**config.mk**
```make
export PLATFORM = sky130hd
export DESIGN_NAME = mux_share_arbiter
export DESIGN_NICKNAME = d
export VERILOG_FILES = /design/src/rtl/mux_share_pkg.sv /design/src/rtl/rr_priority_picker.sv /design/src/rtl/mux_share_arbiter.sv
export SDC_FILE = /design/constraint.sdc
export NUM_CORES = 1
export LEC_CHECK = 0
export CAP_MARGIN = 15
export CORE_MARGIN = 8
export CORE_UTILIZATION = 42
export DETAILED_ROUTE_END_ITERATION = 12
export PLACE_DENSITY = 0.78
export SLEW_MARGIN = 0
export SYNTH_ARGS = -nofsm -noshare
export SYNTH_HDL_FRONTEND = slang
export SYNTH_SLANG_ARGS = --single-unit
```
**constraint.sdc**
```tcl
create_clock -name clk -period 2.41 [get_ports clk]
set_input_delay 0.723 -clock clk [delete_from_list [all_inputs] [get_ports clk]]
set_output_delay 0.723 -clock clk [all_outputs]
set_load 0.02 [all_outputs]
```
**src/rtl/mux_share_pkg.sv**
```systemverilog
// mux_share_pkg: shared types, constants and round-robin pick helper
package mux_share_pkg;
    localparam int NUM_REQ = 4;
    localparam int SEL_W = 2;
    typedef enum logic {IDLE, GRANT} state_t;
    function automatic logic [SEL_W:0] rr_pick(input logic [NUM_REQ-1:0] req, input logic [SEL_W-1:0] start);
        logic [SEL_W:0] r;
        logic [SEL_W-1:0] idx;
        r = '0;
        for (int k = NUM_REQ - 1; k >= 0; k--) begin
            idx = start + SEL_W'(k);
            if (req[idx]) r = {1'b1, idx};
        end
        return r;
    endfunction
endpackage

```
**src/rtl/rr_priority_picker.sv**
```systemverilog
// rr_priority_picker: first set request scanning upward from start with wrap
module rr_priority_picker
    import mux_share_pkg::*;
(
    input  logic [NUM_REQ-1:0] req,
    input  logic [SEL_W-1:0]   start,
    output logic [NUM_REQ-1:0] win,
    output logic [SEL_W-1:0]   idx,
    output logic               any
);
    // nearest requester at or after start wins
    always_comb begin
        {any, idx} = rr_pick(req, start);
        win = any ? NUM_REQ'(1) << idx : '0;
    end
endmodule

```
**src/rtl/mux_share_arbiter.sv**
```systemverilog
// mux_share_arbiter: round-robin arbiter sharing one muxed output path with bounded tenure
module mux_share_arbiter
    import mux_share_pkg::*;
#(
    parameter int HOLD_CYCLES = 4,
    parameter int DATA_W = 4
) (
    input  logic                        clk,
    input  logic                        reset,
    input  logic [NUM_REQ-1:0]          req,
    input  logic [NUM_REQ*DATA_W-1:0]   din,
    output logic [NUM_REQ-1:0]          gnt,
    output logic [SEL_W-1:0]            sel,
    output logic [DATA_W-1:0]           dout,
    output logic                        dout_valid
);
    localparam int CW = HOLD_CYCLES > 1 ? $clog2(HOLD_CYCLES) : 1;
    state_t state, state_n;
    logic [CW-1:0] cnt, cnt_n;
    logic [SEL_W-1:0] last, last_n, sel_n, start, idx;
    logic [NUM_REQ-1:0] gnt_n, win;
    logic any, done;

    rr_priority_picker u_pick (.req(req), .start(start), .win(win), .idx(idx), .any(any));

    // tenure end detection, re-arbitration and hold countdown
    always_comb begin
        done = state == GRANT && (!req[sel] || cnt == '0);
        start = (state == GRANT ? sel : last) + 1'b1;
        state_n = state;
        gnt_n = gnt;
        sel_n = sel;
        cnt_n = cnt;
        last_n = last;
        if (state == IDLE || done) begin
            last_n = done ? sel : last;
            state_n = any ? GRANT : IDLE;
            gnt_n = win;
            sel_n = any ? idx : sel;
            cnt_n = any ? CW'(HOLD_CYCLES - 1) : cnt;
        end else begin
            cnt_n = cnt - 1'b1;
        end
    end

    // arbiter state; last resets to 3 so requester 0 goes first
    always_ff @(posedge clk) begin
        if (reset) begin
            state <= IDLE;
            gnt <= '0;
            sel <= '0;
            cnt <= '0;
            last <= SEL_W'(NUM_REQ - 1);
        end else begin
            state <= state_n;
            gnt <= gnt_n;
            sel <= sel_n;
            cnt <= cnt_n;
            last <= last_n;
        end
    end

    // output mux driven by the registered select, one cycle behind the grant
    always_ff @(posedge clk) begin
        if (reset) begin
            dout <= '0;
            dout_valid <= 1'b0;
        end else begin
            dout <= din[DATA_W*int'(sel) +: DATA_W];
            dout_valid <= |gnt;
        end
    end
endmodule

```
### Yosys cells after proc, flatten, opt, wreduce, memory -nomap -nowiden

Index checks and enable logic that the tools add are counted.

| cells by class | value |
|---|---|
| $add $sub $neg | 5 |
| order comparisons | 5 |
| eq/ne operators | 1 |
| shifts and indexed selects | 2 |
| muxes and demuxes | 19 |
| bitwise logic cells | 1 |
| reduce and logical (&&, ||, !) cells | 8 |

Operators by type and width:

| kind | number |
|---|---|
| 16-bit by 5-bit variable part select with 4-bit output | 1 |
| 2-bit by 3-bit less-than comparator with 1-bit output (second input constant) | 5 |
| 3-bit two-way mux | 4 |
| 1-bit binary-select mux with 2-bit select | 5 |
| 1-bit two-way mux | 6 |
| 2-bit two-way mux | 3 |
| 2-bit by 1-bit adder with 2-bit output (second input constant) | 2 |
| 2-bit adder (second input constant) | 2 |
| 4-bit two-way mux | 1 |
| 2-bit AND reduction | 2 |
| 4-bit OR reduction | 1 |
| 1-bit by 2-bit left shift with 4-bit output (first input constant) | 1 |
| 2-bit logical NOT | 1 |
| 1-bit logical OR | 2 |
| 2-bit != test (second input constant) | 1 |
| 2-bit by 1-bit subtractor with 2-bit output (second input constant) | 1 |
| 1-bit logical AND | 1 |
| 1-bit logical NOT | 1 |
| 1-bit NOT | 1 |

| word-level totals | value |
|---|---|
| flip-flop bits (word level) | 16 |
| bits of input ports | 22 |
| output and inout port bits | 11 |
| logic and storage cells | 48 |

### Logic depth before layout (Yosys ltp)

Gate-level depths: netlist (run 1).

| depth | value |
|---|---|
| depth after elaboration | 11 |
| depth in mapped cells | 7 |
| depth with buffers taken out | 6 |

### Cells and area by module

Synthesis (run 1) repeated with hierarchy kept, for this count alone.

| unflattened totals | value |
|---|---|
| cell total of the unflattened synthesis | 106 |
| area total of the unflattened synthesis | 1004.7 um2 |

By module, submodules not included:

| module | instances | cells an instance | area an instance (um2) |
|---|---|---|---|
| mux_share_arbiter | 1 | 78 | 828.3 |
| rr_priority_picker | 1 | 28 | 176.4 |

### Least setup slack after synthesis (run 1)

OpenSTA, ideal clock, no wires.

| path | value |
|---|---|
| kind | input to register |
| start point | in req[3] |
| end point | reg gnt[2] |
| arrival time | 1803 ps |
| data required time | 2309 ps |
| setup slack | 506 ps |
| stages | 4 |
| buffers on the path | 1 |
| cells stage by stage | mux4_2 > and3_1 > buf_6 > o41ai_1 |

| between the ends | value |
|---|---|
| word-level cells in the longest chain between the ends | 8 |
| elaborated cells between the ends (all ways) | 20 |
| those cells by class | shift: 1; mux: 15; reduce/logical: 4 |

Ends and longest elaborated chain:

| element | line | RTL |
|---|---|---|
| from (decl) | mux_share_arbiter.sv:10 | `input logic [NUM_REQ-1:0] req,` |
| 1-bit binary-select mux with 2-bit select | mux_share_pkg.sv:12 | `if (req[idx]) r = {1'b1, idx};` |
| 1-bit two-way mux (implied by the code) | mux_share_pkg.sv:12 |  |
| 3-bit two-way mux (4 in a row) | mux_share_pkg.sv:12 |  |
| 1-bit by 2-bit left shift with 4-bit output | rr_priority_picker.sv:14 | `win = any ? NUM_REQ'(1) << idx : '0;` |
| 4-bit two-way mux | rr_priority_picker.sv:14 |  |
| to (signal assigned) | mux_share_arbiter.sv:56 | `gnt <= gnt_n;` |
| to (decl) | mux_share_arbiter.sv:12 | `output logic [NUM_REQ-1:0] gnt,` |

Several ways; a longest one is shown, not always the timed one. The select of a mux whose other input is x is not followed.
A chain may end at the register's enable or synchronous reset.

### Worst setup path in the final report (run 1)

| path | value |
|---|---|
| start point | reg sel[0] |
| end point | out sel[0] |

RTL lines:

| element | line | RTL |
|---|---|---|
| from (decl) | mux_share_arbiter.sv:13 | `output logic [SEL_W-1:0] sel,` |
| from (signal assigned) | mux_share_arbiter.sv:57 | `sel <= sel_n;` |

No word-level cell between the ends.

==> results of run 1 <==
sequential cells by signal, summed over array words and instances, names as in the netlist:
signal	cells
dout_valid	1
dout	4
cnt	2
last	2
gnt	4
state	1
sel	2
per-stage QoR:
| step | hold WS [ns] | area [um2] |
|---|---|---|
| 2_1_floorplan | 0.4558 | 832.0 |
| 3_3_place_gp | 0.4729 | 1215 |
| 3_5_place_dp | 0.4825 | 1215 |
| 4_1_cts | 0.4992 | 1251 |
| 5_1_grt | 0.5193 | 1251 |
| 6_report | 0.4963 | 1251 |
cells by family (layout without fill, tap and decap cells):
kind of cell	count (synthesis)	in the layout	synth area share (%)
AND/OR/NAND/NOR	27	27	17.89
AO/OA/AOI/OAI	21	21	18.65
flip-flops	16	16	38.50
buffers and inverters	9	48	6.014
multiplexers	7	7	17.44
adder cells (fa/ha/maj)	1	1	1.504
cells in the final DEF, fill, tap and decap left out, types with 2 or more instances in the layout:
cell type / Yosys / routed
clkdlybuf4s50_1: 0 / 32
a21oi_1: 4 / 4
clkbuf_4: 0 / 3
dfxtp_1: 16 / 16
o21ai_0: 3 / 3
nor3b_1: 2 / 2
buf_4: 0 / 9
inv_1: 3 / 3
nor2b_1: 5 / 5
nand3_1: 2 / 2
nand3b_1: 2 / 2
nor2_1: 9 / 9
a41o_1: 2 / 2
o41ai_1: 2 / 2
mux4_1: 3 / 3
mux4_2: 2 / 2
nor4_1: 2 / 2
nor3_1: 2 / 2
a211oi_1: 2 / 2
power by group:
part	switching [mW]	internal, mW	total, mW
combinational	0.122	0.152	0.275
sequential	0.0227	0.298	0.321
clock	0.0880	0.0920	0.180
total	0.233	0.543	0.776
worst reg2reg max path, cell delays in order (launching register included):
cell	delay (ns)
dfxtp_1	0.51
buf_4	0.20
mux4_2	0.53
and3_1	0.27
o41ai_1	0.35
layout make-up:
cell class | count | area [um2] | share of cell area, %
Clock buffer | 4 | 36.28 | 2.900
Inverter | 3 | 11.26 | 0.9000
Multi-Input combinational cell | 56 | 461.7 | 36.90
Sequential cell | 16 | 320.3 | 25.60
Tap cell | 27 | 33.78 | 2.700
Timing Repair Buffer | 41 | 387.9 | 31.00
final timing paths:
path,from,end,slack [ns],cells after the start
worst max-delay path,sel[0],sel[0],0.21,1
worst min-delay path,cnt[1],cnt[1],0.50,2
worst max register to register,sel[0],gnt[2],0.45,4
worst min register to register,cnt[1],cnt[1],0.50,2
synthesized netlist by cell type:
cell type | instances | share of area (%)
mux2_2 | 1 | 1.4
buf_2 | 1 | 0.60
a221oi_1 | 1 | 1.1
nor2_1 | 9 | 4.1
a211oi_1 | 2 | 1.8
nor4_1 | 2 | 1.5
nor4b_1 | 1 | 1.1
inv_1 | 3 | 1.4
o41ai_1 | 2 | 2.1
clkbuf_1 | 3 | 1.4
mux4_2 | 2 | 5.4
o21ai_0 | 3 | 1.8
nand3b_1 | 2 | 1.8
a21boi_0 | 1 | 0.90
ha_1 | 1 | 1.5
a21oi_1 | 4 | 2.4
mux2i_1 | 1 | 1.2
nand3_1 | 2 | 1.2
o221ai_1 | 1 | 1.1
nor3b_1 | 2 | 1.8
a31oi_1 | 1 | 0.75
a2bb2oi_1 | 1 | 1.1
o211ai_1 | 1 | 0.90
and3_1 | 1 | 0.75
dfxtp_1 | 16 | 38
and2_1 | 1 | 0.75
buf_6 | 2 | 2.7
a41o_1 | 2 | 2.4
nor3_1 | 2 | 1.2
nor2b_1 | 5 | 3.8
mux4_1 | 3 | 9.5
o221a_2 | 1 | 1.4
a311oi_1 | 1 | 1.1
per-layer routing:
metal  share of wire [%]  GRT usage (%)  wire length (um)  vias to the layer above
li1                    -              -                 -                      395
met1                  41          13.87               904                      365
met2                  55          23.02              1206                       28
met3                 4.2          1.483                93                        0
met4                   0          6.977                 0                        0
met5                   0              0                 0                        -
==> results_dict.tcl, run 1 <==
set metrics [dict create \
    slew_violations 0 \
    cp.arrival_ns 1.47 \
    postCtsHoldBufs 0 \
    status "finished clean" \
    pwr_density_cell_nw_per_um2 619.8 \
    core_region_area_um2 1922 \
    vias 788 \
    grt_pass1_wl_um 3477 \
    tns_ns 0 \
    start_util_pct 43.29 \
    io_pins 33 \
    cts_buffers 3 \
    fin_skew_ns 0.0009553 \
    h-tree-depth 1 \
    grt_max_degree 16 \
    die_h_um 60.51 \
    fmax_mhz 455.1 \
    clockRootBuffer "clkbuf_4" \
    tightest_slew_ns 0.4330 \
    nets 144 \
    die_w_um 60.51 \
    antenna_cells 0 \
    pre_cts_ws_ns -0.007913 \
    synth_area_um2 832.0 \
    hold_class "flip-flop to flip-flop" \
    dp_hpwl_um 1762 \
    path_clk_slew_ns 0.10 \
    ir_worst_vdd_mv 0.3044 \
    post_cts_buffers 0 \
    crit_slowest_cell "clkdlybuf4s50_1" \
    ant_nets 0 \
    worstSetupPathType "flip-flop to output pin" \
    total_power_uw 775.5 \
    worst-path-buf-inv 1 \
    post_drt_wl_per_cell_um 14.99 \
    yosys_warnings 0 \
    leakagePower_nw 0.4876 \
    dieArea_um2 3661 \
    period_share_pct 91.17 \
    synth_fp_nets 104 \
    drt_wl_total_um 2203 \
    cts_resized 0 \
    fillCellCount 165 \
    vias_per_cell 5.361 \
    endpoint_kind "output pin" \
    hold_viol 0 \
    slew_headroom_pct 70.83 \
    row_count 16 \
    rsz0062_at_grt "no" \
    cp_max_fo 6 \
    antenna_found_initial 0 \
    first_global_vias 759 \
    finalNonFillerCells 147 \
    drc 0 \
    drt_iter0_markers 22 \
    cts_tree "built" \
    start_kind "flip-flop" \
    drive_gt1_share_pct 14.17 \
    ys_seq_elements 16 \
    yosysSeqAreaShare_pct 38.50 \
    clk_latency_ns 0.29 \
    drv_cap 0 \
    cts_buffer_depth 2 \
    cp_data_required_time_ns 1.69 \
    synthToLayoutAreaGrowth_pct 50.38 \
    path_cells "clkdlybuf4s50_1" \
    cpPeakStageDelay_ns 0.68 \
    postLayoutSetupSlackWorst_ns 0.2128 \
    syn_inst 81 \
    netlist-cell-type-count 33 \
    portBuffers 32 \
    synth_area_per_cell_um2 10.27 \
    grt_usage_pct 12.65 \
    dp_cells 143 \
    clkSinkCount 16 \
    min_period_ns 2.197 \
    critPathTopFamily "buffers and inverters" \
    overflow 0 \
    gp_congestion 0.7996 \
    post-route-util_pct 65.10 \
    first_pass_iters 4 \
    setup_viol_count_final 0 \
]
Note: power is estimated with default switching activity, not from simulation.
==> run 2: changes to the inputs <==
- REMOVE_ABC_BUFFERS: default -> 1
- SLEW_MARGIN: 0 -> default
==> run 2 against run 1 <==
  * Sequential cell count unchanged
  * Fmax increased by 0.69%
  * Routed wire length decreased by 4.5%
  * Combinational power decreased by 2%
==> results_dict.tcl, run 2 (synthesis gave the netlist of run 1 again) <==
set metrics [dict create \
    status "finished clean" \
    io_pins 33 \
    whs_ns 0.4911 \
    fin_skew_ns 0.007557 \
    critPathTopFamily "buffers and inverters" \
    fmax_mhz 458.3 \
    cpPeakStageDelay_ns 0.67 \
    cts_buffer_depth 2 \
    post_cts_buffers 0 \
    die_h_um 60.51 \
    worst-path-buf-inv 1 \
    finalNonFillerCells 146 \
    cp.arrival_ns 1.46 \
    leakagePower_nw 0.4826 \
    r2r_start "sel[0]" \
    vias_per_cell 5.418 \
    seqCellArea_um2 320.3 \
    drt_iter0_markers 23 \
    endpoint_kind "output pin" \
    most-common-layout-cells "clkdlybuf4s50_1, dfxtp_1, nor2_1" \
    portBuffers 32 \
    r2r-end "gnt[2]" \
    slew_headroom_pct 66.71 \
    cts_resized 0 \
    worstHoldStart "cnt[1]" \
    tns_ns 0 \
    overflow 0 \
    slew_violations 0 \
    gp_congestion 0.8564 \
    antenna_found_initial 0 \
    path_cells "clkdlybuf4s50_1" \
    ir_worst_vdd_mv 0.2907 \
    die_w_um 60.51 \
    drt_wl_total_um 2104 \
    setup_viol_count_final 0 \
    vias 791 \
    start_kind "flip-flop" \
    clk_latency_ns 0.29 \
    r2r_slack_ns 0.49 \
    total_power_uw 769.2 \
    reg.largest.list "dout: 4 flops, gnt: 4 flops" \
    path_clk_slew_ns 0.09 \
    reg2regPathDepth 4 \
    postCtsHoldBufs 0 \
    hold_path_end "cnt[1]" \
    hold_class "flip-flop to flip-flop" \
    dp_cells 142 \
    post_drt_wl_per_cell_um 14.41 \
    hold_depth 2 \
    drive_gt1_share_pct 13.45 \
    period_share_pct 90.54 \
    grt_max_degree 14 \
    worstSetupPathType "flip-flop to output pin" \
    min_period_ns 2.182 \
    dieArea_um2 3661 \
    cp_data_required_time_ns 1.69 \
    hold_viol 0 \
    cts_tree "built" \
    grt_usage_pct 11.89 \
    pwr_density_cell_nw_per_um2 618.5 \
    first_global_vias 745 \
    h-tree-depth 1 \
    final_common_cell "clkdlybuf4s50_1" \
    crit_slowest_cell "clkdlybuf4s50_1" \
    core_region_area_um2 1922 \
    grt_pass1_wl_um 3353 \
    rsz0062_at_grt "no" \
    nets 143 \
    first_pass_iters 4 \
    fillCellCount 169 \
    row_count 16 \
    clkSinkCount 16 \
    dp_hpwl_um 1680 \
    multi_input_area_um2 461.7 \
    synthToLayoutAreaGrowth_pct 49.47 \
    cp_max_fo 6 \
    tightest_slew_ns 0.4941 \
    antenna_cells 0 \
    cts_buffers 3 \
    drc 0 \
    ant_nets 0 \
    clockRootBuffer "clkbuf_4" \
    drv_cap 0 \
    start_util_pct 43.29 \
]
[run 2: cell types whose count changed in the layout (fill, tap and decap cells not counted), sizes merged]
cell,before,now
buf,9,8
[run 2: worst max path at each step]
stage            from     end  slack (ns)  cells after the start
2_1_floorplan  sel[0]  gnt[2]        0.56                      3
3_3_place_gp   req[1]  gnt[3]        0.07                      4
3_5_place_dp   req[1]  gnt[2]       0.009                      4
4_1_cts        sel[0]  sel[0]        0.20                      1
5_1_grt        sel[0]  sel[0]        0.17                      1
6_report       sel[0]  sel[0]        0.23                      1
[run 2: through the flow]
step | worst slack, ns | area [um2] | util [%]
after floorplan | 0.5598 | 793.3 | -
after global placement | 0.06925 | 1207 | 62.83
after detailed placement | 0.008525 | 1207 | 62.83
after CTS | 0.2021 | 1244 | 64.71
after global routing | 0.1742 | 1244 | 64.71
final | 0.2279 | 1244 | 64.71
[run 2: final cells by class]
| cell class | count | area share, % |
|---|---|---|
| Clock buffer | 4 | 2.918 |
| Sequential cell | 16 | 25.75 |
| Tap cell | 27 | 2.716 |
| Inverter | 3 | 0.9054 |
| Multi-Input combinational cell | 56 | 37.12 |
| Timing Repair Buffer | 40 | 30.58 |
[run 2: report_power, final]
group	switching [mW]	leakage (nW)	internal, mW	total (mW)
Combinational	0.120	0.329	0.150	0.270
Clock	0.0859	0.0210	0.0922	0.178
Sequential	0.0234	0.133	0.298	0.322
[run 2: worst reg2reg max path, delay by kind of cell, from the launching register on]
kind	cells	cell delay [ns]
mux	1	0.53
compound gates	1	0.34
buf+inv	1	0.20
flops	1	0.50
simple gates	1	0.26
[run 2: routing by layer]
| layer | track usage [%] | vias up | wire length, um |
|---|---|---|---|
| li1 | - | 389 | - |
| met1 | 13.80 | 376 | 951 |
| met2 | 20.12 | 23 | 1022 |
| met3 | 2.542 | 3 | 99 |
| met4 | 5.980 | 0 | 30 |
| met5 | 0 | - | 0 |
==> edit (config.mk and constraints of run 2) <==
Change the package constant `SEL_W` from 2 to 3.
--- a/src/rtl/mux_share_pkg.sv
+++ b/src/rtl/mux_share_pkg.sv
@@ -3,3 +3,3 @@
     localparam int NUM_REQ = 4;
-    localparam int SEL_W = 2;
+    localparam int SEL_W = 3;
     typedef enum logic {IDLE, GRANT} state_t;
Ports: changed (resized sel); port bits go from 33 to 34. The function was not compared with the original's and may differ.
==> edit against run 2 <==
- first-iteration DRC count grew 110%
- sequential cell count grew 2
- critical endpoint is now gnt[2]
- worst setup slack lost 0.19 ns
- non-clock buffer count grew 21
- synthesized area grew 48%
- design area grew 44%
- synthesized cell count grew 48%
- clock skew shrank 0.0055 ns
- routed wire length grew 69%
- power grew 88%
==> edit: results (changes against run 2) <==
metric	value	unit	change
status	finished clean		
Net Sw Frac	36.8	%	+7.0 points
Power per Cell Area	804	mW/mm^2	+30%
Seq pwr share	28.1	%	-14 points
placed cell count	201		+42%
GP Congestion	0.890		+3.9%
Power Combinational	0.000857	W	+220%
via/cell ratio	5.69		+5.1%
Filler Cell Count	218		+29%
H-Tree Depth	1		unchanged
top area cells in the synthesized netlist	dfxtp_1 29%, mux2i_1 11%, mux4_2 9.1%, clkbuf_8 4.5%, mux2i_4 3.7%		
Max IR drop VDD	0.556	mV	+91%
Iteration-0 DRC Markers	48		+110%
Critical Path Source	state		
dpl cell area	0.00171	sq mm	+41%
Least-Margin Pin Slew	0.397	ns	-0.0970 ns
sequential area share after synthesis	29.2	%	-9.3 points
Lkg Pwr	0.740	nW	+53%
share of the synthesized area in the top cell type	29.2	%	-9.3 points
share of layout cells above drive strength 1	29.4	%	+16 points
fin nets	202		+41%
GRT Total Usage	14.5	%	+2.6 points
DR vias	1184		+50%
first-pass GRT wire length	5.89	mm	+76%
arrival time at the worst endpoint	2.56	ns	+1.10 ns
number of library cell types mapped by synthesis	41		+24%
Port Buf Inserts	33		+3.1%
hold_sp	cnt[0]		
CP delay by family, top	compound AO/OA/AOI/OAI gates		
CP Max Fanout	7		+1
CP max stage cell	dfxtp_4		
CP max stage delay	0.40	ns	-0.27 ns
commonest cells in the netlist	18 x dfxtp_1, 13 x mux2i_1, 12 x nor2_1		
Post-Syn Instances	120		+48%
worst clock skew	0.00202	ns	-0.00554 ns
detailed-route wire length per cell	17.1	um	+19%
largest net degree at the start of global routing	15		+1
Post-DP HPWL	2.83	mm	+69%
Reg2Reg Setup Slack	0.04	ns	-0.45 ns
edit: cell types whose count changed after synthesis, sizes merged, moves of 3 or more:
| cell | change |
|---|---|
| clkbuf | +3 |
| a32o | +4 |
| nand2 | +4 |
| mux2i | +14 |
| inv | +4 |
| nor2 | +3 |
| nor3b | +5 |
edit: final cells by class:
| class | count | area [sq um] | share of cell area (%) |
|---|---|---|---|
| Inverter | 7 | 26.3 | 1.46 |
| Tap cell | 31 | 38.8 | 2.16 |
| Sequential cell | 18 | 364 | 20.3 |
| Multi-Input combinational cell | 87 | 782 | 43.5 |
| Timing Repair Buffer | 61 | 549 | 30.6 |
| Clock buffer | 4 | 36.3 | 2.02 |
edit: kinds of logic after synthesis:
| family | after synthesis | synth area share (%) |
|---|---|---|
| AND/OR/NAND/NOR | 39 | 18.4 |
| AO/OA/AOI/OAI | 23 | 15.5 |
| multiplexers | 22 | 25.2 |
| flip-flops | 18 | 29.2 |
| buffers and inverters | 15 | 9.03 |
| adder cells (fa/ha/maj) | 2 | 2.03 |
| XOR/XNOR | 1 | 0.710 |
edit: what timing repair did:
item	CTS	global route
buffers inserted	0	3
pin swaps	1	3
endpoints found under the setup margin	6	6
resized for setup	4	8
edit: path summary, 6_finish.rpt:
check | endpoint | cells past startpoint
setup / recovery | gnt[2] | 10
hold / removal | cnt[0] | 1
setup reg to reg | gnt[2] | 10
hold reg to reg | cnt[0] | 1
edit: per-layer routing:
layer  wire (um)  GRT usage (%)
met2        1970           26.9
met4          14           2.46
met1        1410           16.0
met3         167           4.24
met5           0              0
edit: through the flow:
stage,hold slack [ns],utilization [%],setup slack (ns)
after floorplan,0.432,-,-0.315
after global placement,0.453,61.3,-0.238
after detailed placement,0.457,61.3,-0.273
after CTS,0.473,63.2,0.0123
after global routing,0.483,64.6,-0.0671
final,0.481,64.6,0.0368
